===== src/rtl/stopwatch_ctrl_pkg.sv =====
// Shared constants and state encoding for the stopwatch sequencing controller.
// Stage width, enable levels and the controller state set live here.
package stopwatch_ctrl_pkg;

  localparam int         BCD_BIT_WIDTH = 4;
  localparam logic       ENABLED       = 1'b1;
  localparam logic       DISABLED      = 1'b0;
  localparam logic [3:0] BCD_ZERO      = 4'd0;

  typedef enum logic [2:0] {
    ST_IDLE  = 3'd0,
    ST_RUN   = 3'd1,
    ST_LAP   = 3'd2,
    ST_PAUSE = 3'd3,
    ST_CLEAR = 3'd4
  } state_t;

endpackage


===== src/rtl/stopwatch_ctrl_tick_gen.sv =====
// Prescaler producing a registered one-cycle tick every TICK_DIV cycles while running.
// Holds its count when neither run nor clr is asserted, so a resume keeps its phase.
module stopwatch_ctrl_tick_gen #(
  parameter int TICK_DIV = 1000000,
  parameter int DIV_W    = 20
) (
  input  logic clk,
  input  logic rst,
  input  logic i_run,
  input  logic i_clr,
  output logic o_tick
);

  localparam logic [DIV_W-1:0] LAST = DIV_W'(TICK_DIV - 1);

  logic [DIV_W-1:0] r_cnt;
  logic             r_tick;

  always_ff @(posedge clk or negedge rst) begin
    if (!rst) begin
      r_cnt  <= '0;
      r_tick <= 1'b0;
    end else if (i_clr) begin
      r_cnt  <= '0;
      r_tick <= 1'b0;
    end else if (i_run) begin
      if (r_cnt == LAST) begin
        r_cnt  <= '0;
        r_tick <= 1'b1;
      end else begin
        r_cnt  <= r_cnt + DIV_W'(1);
        r_tick <= 1'b0;
      end
    end else begin
      r_tick <= 1'b0;
    end
  end

  assign o_tick = r_tick;

endmodule


===== src/rtl/stopwatch_ctrl.sv =====
// Stopwatch sequencing controller: button FSM, tick gating, lap display latch and
// sticky chain-overflow flag in front of a cascaded BCD counter chain.
module stopwatch_ctrl
  import stopwatch_ctrl_pkg::*;
#(
  parameter int DIGITS   = 4,
  parameter int TICK_DIV = 1000000,
  parameter int DIV_W    = 20
) (
  input  logic                              clk,
  input  logic                              rst,
  input  logic                              btn_start_stop,
  input  logic                              btn_lap_reset,
  input  logic                              chain_carry,
  input  logic [DIGITS*BCD_BIT_WIDTH-1:0]   digits_live,
  output logic                              cnt_increase,
  output logic                              cnt_load_default,
  output logic [DIGITS*BCD_BIT_WIDTH-1:0]   digits_disp,
  output logic                              running,
  output logic                              lap_active,
  output logic                              overflow,
  output logic [2:0]                        dbg_state
);

  state_t                            r_state;
  state_t                            w_next;
  logic                              w_tick;
  logic                              w_run_st;
  logic                              w_clear;
  logic                              w_idle;
  logic [DIGITS*BCD_BIT_WIDTH-1:0]   r_disp;
  logic                              r_ovf;

  always_ff @(posedge clk or negedge rst) begin
    if (!rst) r_state <= ST_IDLE;
    else      r_state <= w_next;
  end

  // start_stop is tested first everywhere, so it wins over a simultaneous lap_reset.
  always_comb begin
    w_next = r_state;
    case (r_state)
      ST_IDLE: begin
        if (btn_start_stop)     w_next = ST_RUN;
        else if (btn_lap_reset) w_next = ST_CLEAR;
      end
      ST_RUN: begin
        if (btn_start_stop)     w_next = ST_PAUSE;
        else if (btn_lap_reset) w_next = ST_LAP;
      end
      ST_LAP: begin
        if (btn_start_stop)     w_next = ST_PAUSE;
        else if (btn_lap_reset) w_next = ST_RUN;
      end
      ST_PAUSE: begin
        if (btn_start_stop)     w_next = ST_RUN;
        else if (btn_lap_reset) w_next = ST_CLEAR;
      end
      ST_CLEAR: w_next = ST_IDLE;
      default:  w_next = ST_IDLE;
    endcase
  end

  assign w_run_st = (r_state == ST_RUN) || (r_state == ST_LAP);
  assign w_clear  = (r_state == ST_CLEAR);
  assign w_idle   = (r_state == ST_IDLE);

  stopwatch_ctrl_tick_gen #(
    .TICK_DIV (TICK_DIV),
    .DIV_W    (DIV_W)
  ) u_tick_gen (
    .clk    (clk),
    .rst    (rst),
    .i_run  (w_run_st),
    .i_clr  (w_idle | w_clear),
    .o_tick (w_tick)
  );

  // Stages reload only when increase and load_default coincide, hence both in CLEAR.
  assign cnt_increase     = (w_tick & w_run_st) | w_clear;
  assign cnt_load_default = w_clear;

  // The entry edge into LAP still samples live digits; only LAP itself freezes them.
  always_ff @(posedge clk or negedge rst) begin
    if (!rst)                   r_disp <= {DIGITS{BCD_ZERO}};
    else if (r_state != ST_LAP) r_disp <= digits_live;
  end

  always_ff @(posedge clk or negedge rst) begin
    if (!rst)
      r_ovf <= DISABLED;
    else if (w_clear)
      r_ovf <= DISABLED;
    else if (cnt_increase && !cnt_load_default && chain_carry)
      r_ovf <= ENABLED;
  end

  assign digits_disp = r_disp;
  assign running     = w_run_st;
  assign lap_active  = (r_state == ST_LAP);
  assign overflow    = r_ovf;
  assign dbg_state   = r_state;

endmodule


===== config.mk =====
export PLATFORM = sky130hd
export DESIGN_NAME = stopwatch_ctrl
export DESIGN_NICKNAME = d
export VERILOG_FILES = /design/src/rtl/stopwatch_ctrl_pkg.sv /design/src/rtl/stopwatch_ctrl_tick_gen.sv /design/src/rtl/stopwatch_ctrl.sv
export SDC_FILE = /design/constraint.sdc
export NUM_CORES = 1
export LEC_CHECK = 0
export CAP_MARGIN = 0
export CORE_MARGIN = 2
export CORE_UTILIZATION = 50
export DETAILED_ROUTE_END_ITERATION = 6
export PLACE_DENSITY_LB_ADDON = 0.05
export SLEW_MARGIN = 10
export SYNTH_ARGS = -nofsm -noshare
export SYNTH_HDL_FRONTEND = slang
export SYNTH_HIERARCHICAL = 1
export SYNTH_SLANG_ARGS = --single-unit

===== constraint.sdc =====
create_clock -name clk -period 2.7 [get_ports clk]
set_clock_uncertainty 0.15 [all_clocks]
set_input_delay 0.405 -clock clk [delete_from_list [all_inputs] [get_ports clk]]
set_output_delay 0.405 -clock clk [all_outputs]
set_load 0.02 [all_outputs]

* After elaboration in Yosys (flattened, before gate mapping) *
Index checks and enable logic that the tools add are counted.

word-level totals
  register bits = 41
  output and inout port bits = 24

operators by class
  $add $sub $neg = 1
  equal/unequal tests = 9
  mux-type cells = 15
  bitwise logic cells = 3
  reductions and logical operators = 9

operators with widths
  operator                 count
  $mux W20                 3
  $add A20 B1 Y20 const B  1
  $eq A20 B20 Y1 const B   1
  $mux W3                  6
  $pmux W3 S3              1
  $eq A3 B2 Y1 const B     2
  $ne A3 B3 Y1 const B     2
  $mux W1                  5
  $reduce_bool A2 Y1       2
  $eq A3 B1 Y1 const B     1
  $eq A3 B3 Y1 const B     1
  $logic_not A3 Y1         1
  $ne A3 B1 Y1 const B     1
  $ne A3 B2 Y1 const B     1
  $reduce_and A3 Y1        1
  $logic_and A1 B1 Y1      2
  $or A1 B1 Y1             2
  $reduce_or A2 Y1         1
  $and A1 B1 Y1            1
  $logic_not A1 Y1         1
  $logic_or A1 B1 Y1       1

* Logic depth before layout (Yosys ltp) *
  depth in word-level cells = 8
  gate-level depth with buffers = 7
  gate-level depth less buffers = 7

* By module *
The synthesis kept the hierarchy.

modules (own cells, without submodules)
  module                   times used  cells an instance  area each (um^2)  sequential area each (um^2)
  stopwatch_ctrl_tick_gen  1           124                1167.4            525.5
  stopwatch_ctrl           1           60                 888.4             500.5

* Least setup slack after synthesis *
Ideal clock, no wire load.

  path type = register to register
  from = register r_state[1] (netlist: dbg_state[1])
  to = register u_tick_gen.r_cnt[15]
  setup time = 0.073 ns
  data arrival time = 2.356 ns
  data required time = 2.477 ns
  setup slack = 0.121 ns
  stages on the path, launching flop included = 8
  buffers on the path = 0
  cell sequence = dfrtp_1 > nor2b_4 > nor2_1 > nor2_1 > nor2_1 > or2_2 > or4_4 > a21oi_2

between the ends
  cells in the longest elaborated chain, start to end = 3
  elaborated cells on any way between the ends = 8
  those cells by class = 3 x eq/ne; 1 x mux; 1 x bitwise; 3 x reduce/logical

RTL lines
  what                                                 line                           RTL
  from (decl)                                          stopwatch_ctrl.sv:25           state_t r_state;
  from (signal assigned)                               stopwatch_ctrl.sv:36           else r_state <= w_next;
  $eq A3 B1 Y1 / $eq A3 B2 Y1 (equally long branches)  stopwatch_ctrl.sv:64           assign w_run_st = (r_state == ST_RUN) || (r_state == ST_LAP);
  $logic_or A1 B1 Y1 (*)                               stopwatch_ctrl.sv:64
  net running                                          stopwatch_ctrl.sv:19           output logic running,
  $reduce_bool A2 Y1 (no line) (*)                     n/a
  to (signal assigned)                                 stopwatch_ctrl_tick_gen.sv:31  r_cnt <= r_cnt + DIV_W'(1);
  to (decl)                                            stopwatch_ctrl_tick_gen.sv:16  logic [DIV_W-1:0] r_cnt;

Mark *: on every way through the listed nets, which the timed path passes. The rest lies on a longest branch.
A chain may end at the register's enable or synchronous reset.

* Worst setup path in the final report *
  from = register r_state[0] (netlist: dbg_state[0])
  to = output cnt_increase

between the ends
  cells in the longest elaborated chain, start to end = 4
  elaborated cells on any way between the ends = 6
  those cells by class = 3 x eq/ne; 2 x bitwise; 1 x reduce/logical

RTL lines
  what                                                 line                  RTL
  $eq A3 B1 Y1 / $eq A3 B2 Y1 (equally long branches)  stopwatch_ctrl.sv:64
  $logic_or A1 B1 Y1                                   stopwatch_ctrl.sv:64
  $and A1 B1 Y1                                        stopwatch_ctrl.sv:80  assign cnt_increase = (w_tick & w_run_st) | w_clear;
  $or A1 B1 Y1 (*)                                     stopwatch_ctrl.sv:80
  to (decl)                                            stopwatch_ctrl.sv:16  output logic cnt_increase,

Every way passes the cells marked *; elsewhere a longest branch is shown, timed or not.

==> out/results.md <==
• **final hold vios** 0
• **largest net degree at the start of global routing** 42
• **worst-case reg-to-reg path depth** 7
• **first-pass GRT wire length** 6890 µm
• **run status** completed
• **via count of the first global-routing pass** 1475
• **CTS tree** built
• **postcts setup bufs** 0
• **fraction of final layout cells sized beyond drive strength 1** 15.7%
• **Rows** 23
• **total number of clock tree sinks** 41
• **root cell of the clock tree** sky130_fd_sc_hd__clkbuf_8
• **grt peak-use layer** met2
• **Netlist Area Pre-Place** 2060 µm²
• **CTS max path bufs** 2
• **effective utilization at floorplan** 51.8%
• **TritonCTS Buffers** 5
• **overall die height** 68.1 µm
• **Max-cap violations** 0
• **net count reported at finish** 256
• **met1 GRT Util** 24.7%
• **element type at the critical path start** flip-flop
• **Detailed Route WL** 4390 µm
• **via count** 1604
• **Hold Buf Count CTS** 0
• **Mapped Nets** 206
• **final cell utilization of the core** 67.4%
• **average instance area after synthesis** 11.2 µm²
• **RSZ-0062 raised after global routing** no
• **source-to-sink clock delay at the later pin of the worst-skew pair** 290 ps
• **number of standard cells after synthesis** 184
• **relative slew slack** 42.7%
• **Final period util** 93.6%
• **final sum of negative setup slack** 0 ps
• **# resized after CTS** 0
• **remaining routing DRC violations** 0
• **register-to-register setup slack** 350 ps
• **final number of max-transition violations** 0
• **total core area** 3970 µm²
• **worst supply voltage drop on vdd** 0.000374 V
• **sequential share of the synthesized area** 49.9%
• **setup violation total in the final timing report** 0
• **Pwr Density** 771 nW/µm²
• **CP arrival** 1970 ps
• **RR Startpoint** dbg_state[1]
• **register clock-pin slew on the reported worst setup and hold paths** 80 ps
• **ANT nets after route** 0
• **Port Buffer Count** 44
• **total congestion overflow after global routing** 0
• **count of inserted antenna diode cells** 0
• **Top Ports** 45
• **startpoint of the worst setup timing path** dbg_state[0]
• **Distinct cells, synth** 44
• **biggest area consumer among synthesized cells** sky130_fd_sc_hd__dfrtp_1
• **critical path type** flip-flop to primary output
• **met2 track demand over resource in global routing** 32.5%
• **detailed placement HPWL** 3190 µm
• **post-synthesis async set-or-reset flop share** 100%
• **Worst-Margin Slew** 860 ps
• **largest cells by area after synthesis** sky130_fd_sc_hd__dfrtp_1, sky130_fd_sc_hd__mux2_4, sky130_fd_sc_hd__mux2_2
• **capture point of the worst reg-to-reg path** u_tick_gen/r_cnt[14]
• **post-route minimum period** 2530 ps
• **first-pass iteration count of the detailed router** 4
• **Max Freq** 396 MHz
• **Detailed Route Iter0 Violations** 75
• **vias per std cell** 5.63
• **met3 Use GR** 6.09%
• **Worst Path Max Fanout** 6
• **element type at the critical path end** primary output
• **die area** 4640 µm²
• **number of warnings reported in the yosys synthesis log** 6
• **synth-to-layout area growth** 30.2%
• **number of synthesized flops with an enable pin** 0
• **cell types with the highest counts after synthesis** sky130_fd_sc_hd__dfrtp_1, sky130_fd_sc_hd__nor2_1, sky130_fd_sc_hd__a21oi_1
• **worst endpoint required time** 2140 ps
• **number of storage elements in the synthesis netlist** 41
• **H-Tree Level Count** 2
• **dominant cell by count in the synthesized netlist** sky130_fd_sc_hd__dfrtp_1
• **all-layer global routing usage** 20.1%
• **antenna violations before repair** 0
• **static leakage power** 1.07 nW
• **Routed WL per cell** 15.4 µm
• **post-synth top area share** 49.9%
• **leading register cell type out of synthesis** sky130_fd_sc_hd__dfrtp_1
• **Die Span X** 68.1 µm
• **routability cong.** 0.886
• **worst min-delay path class** input port to asynchronous set/reset pin
==> area by class of cell <==
cell class / instances / area (µm²)
repair buffers: 49 / 473
clock buffers: 5 / 68.8
well taps: 50 / 62.6
multi-input cells: 132 / 962
flip-flops and latches: 41 / 1030
inverters: 5 / 18.8
fillers: 293 / 1290
clock inverters: 3 / 65.1
==> stage by stage <==
stage / std cells / hold slack [ps] / worst slack, ps / instance area (µm²) / total power [mW]
floorplan: 184 / -40.6 / 121 / 2060 / 1.22
global placement: 277 / 336 / 475 / 2540 / 1.48
global route: 285 / 140 / 54.7 / 2680 / 2.18
CTS: 285 / 100 / 172 / 2680 / 2.09
detailed placement: 277 / 343 / 353 / 2540 / 1.50
finish: 285 / 72.9 / 172 / 2680 / 2.06
==> sequential cells by signal (all words and copies together), names as in the netlist <==
register and flops:
u_tick_gen/r_cnt 20, u_tick_gen/o_tick 1, digits_disp 16, dbg_state 3, overflow 1
==> how the worst max path moves through the flow <==
stage	endpoint
global route	cnt_increase
detailed placement	u_tick_gen/r_cnt[13]
global placement	u_tick_gen/r_cnt[15]
finish	cnt_increase
floorplan	u_tick_gen/r_cnt[15]
CTS	cnt_increase
==> where the power goes <==
part           total (mW)  internal [mW]  switching [mW]
logic               0.713          0.361           0.352
registers           0.778          0.700          0.0779
clock network       0.573          0.367           0.206
==> logic make-up (layout without fill, tap and decap cells) <==
logic type / after synthesis / after routing / share of synthesized area [%]
compound gates: 30 / 30 / 8.89
xor+xnor: 10 / 10 / 4.26
fa+ha+maj: 1 / 1 / 0.609
buf+inv: 11 / 62 / 3.29
flops: 41 / 41 / 49.9
mux: 17 / 17 / 10.9
simple gates: 74 / 74 / 22.2
==> routing by layer <==
layer | up-vias | routed length, µm
met5 | - | 0
met3 | 10 | 327
met4 | 0 | 82
met2 | 68 | 2100
met1 | 754 | 1880
li1 | 772 | -
==> placed cells by master, fill, tap and decap left out, types with 3 or more instances in the layout <==
cell,instances
sky130_fd_sc_hd__a21oi_1,12
sky130_fd_sc_hd__a31oi_1,3
sky130_fd_sc_hd__and2_1,3
sky130_fd_sc_hd__buf_4,5
sky130_fd_sc_hd__clkbuf_8,5
sky130_fd_sc_hd__clkdlybuf4s50_1,43
sky130_fd_sc_hd__dfrtp_1,41
sky130_fd_sc_hd__inv_1,5
sky130_fd_sc_hd__mux2_2,7
sky130_fd_sc_hd__mux2_4,9
sky130_fd_sc_hd__nand2_1,5
sky130_fd_sc_hd__nand2b_1,7
sky130_fd_sc_hd__nand3_1,5
sky130_fd_sc_hd__nand4_1,8
sky130_fd_sc_hd__nor2_1,16
sky130_fd_sc_hd__nor3_1,4
sky130_fd_sc_hd__nor4_1,3
sky130_fd_sc_hd__o21ai_0,5
sky130_fd_sc_hd__o31ai_1,4
sky130_fd_sc_hd__or4_1,6
sky130_fd_sc_hd__xnor2_1,7
sky130_fd_sc_hd__xor2_1,3
==> worst max-delay path: stages (launching register included) <==
cell                              delay [ps]
sky130_fd_sc_hd__dfrtp_1                 470
sky130_fd_sc_hd__nor2_1                  310
sky130_fd_sc_hd__and2_1                  200
sky130_fd_sc_hd__nand2b_1                120
sky130_fd_sc_hd__clkdlybuf4s50_1         600
Power figures use the tool's default switching activity.
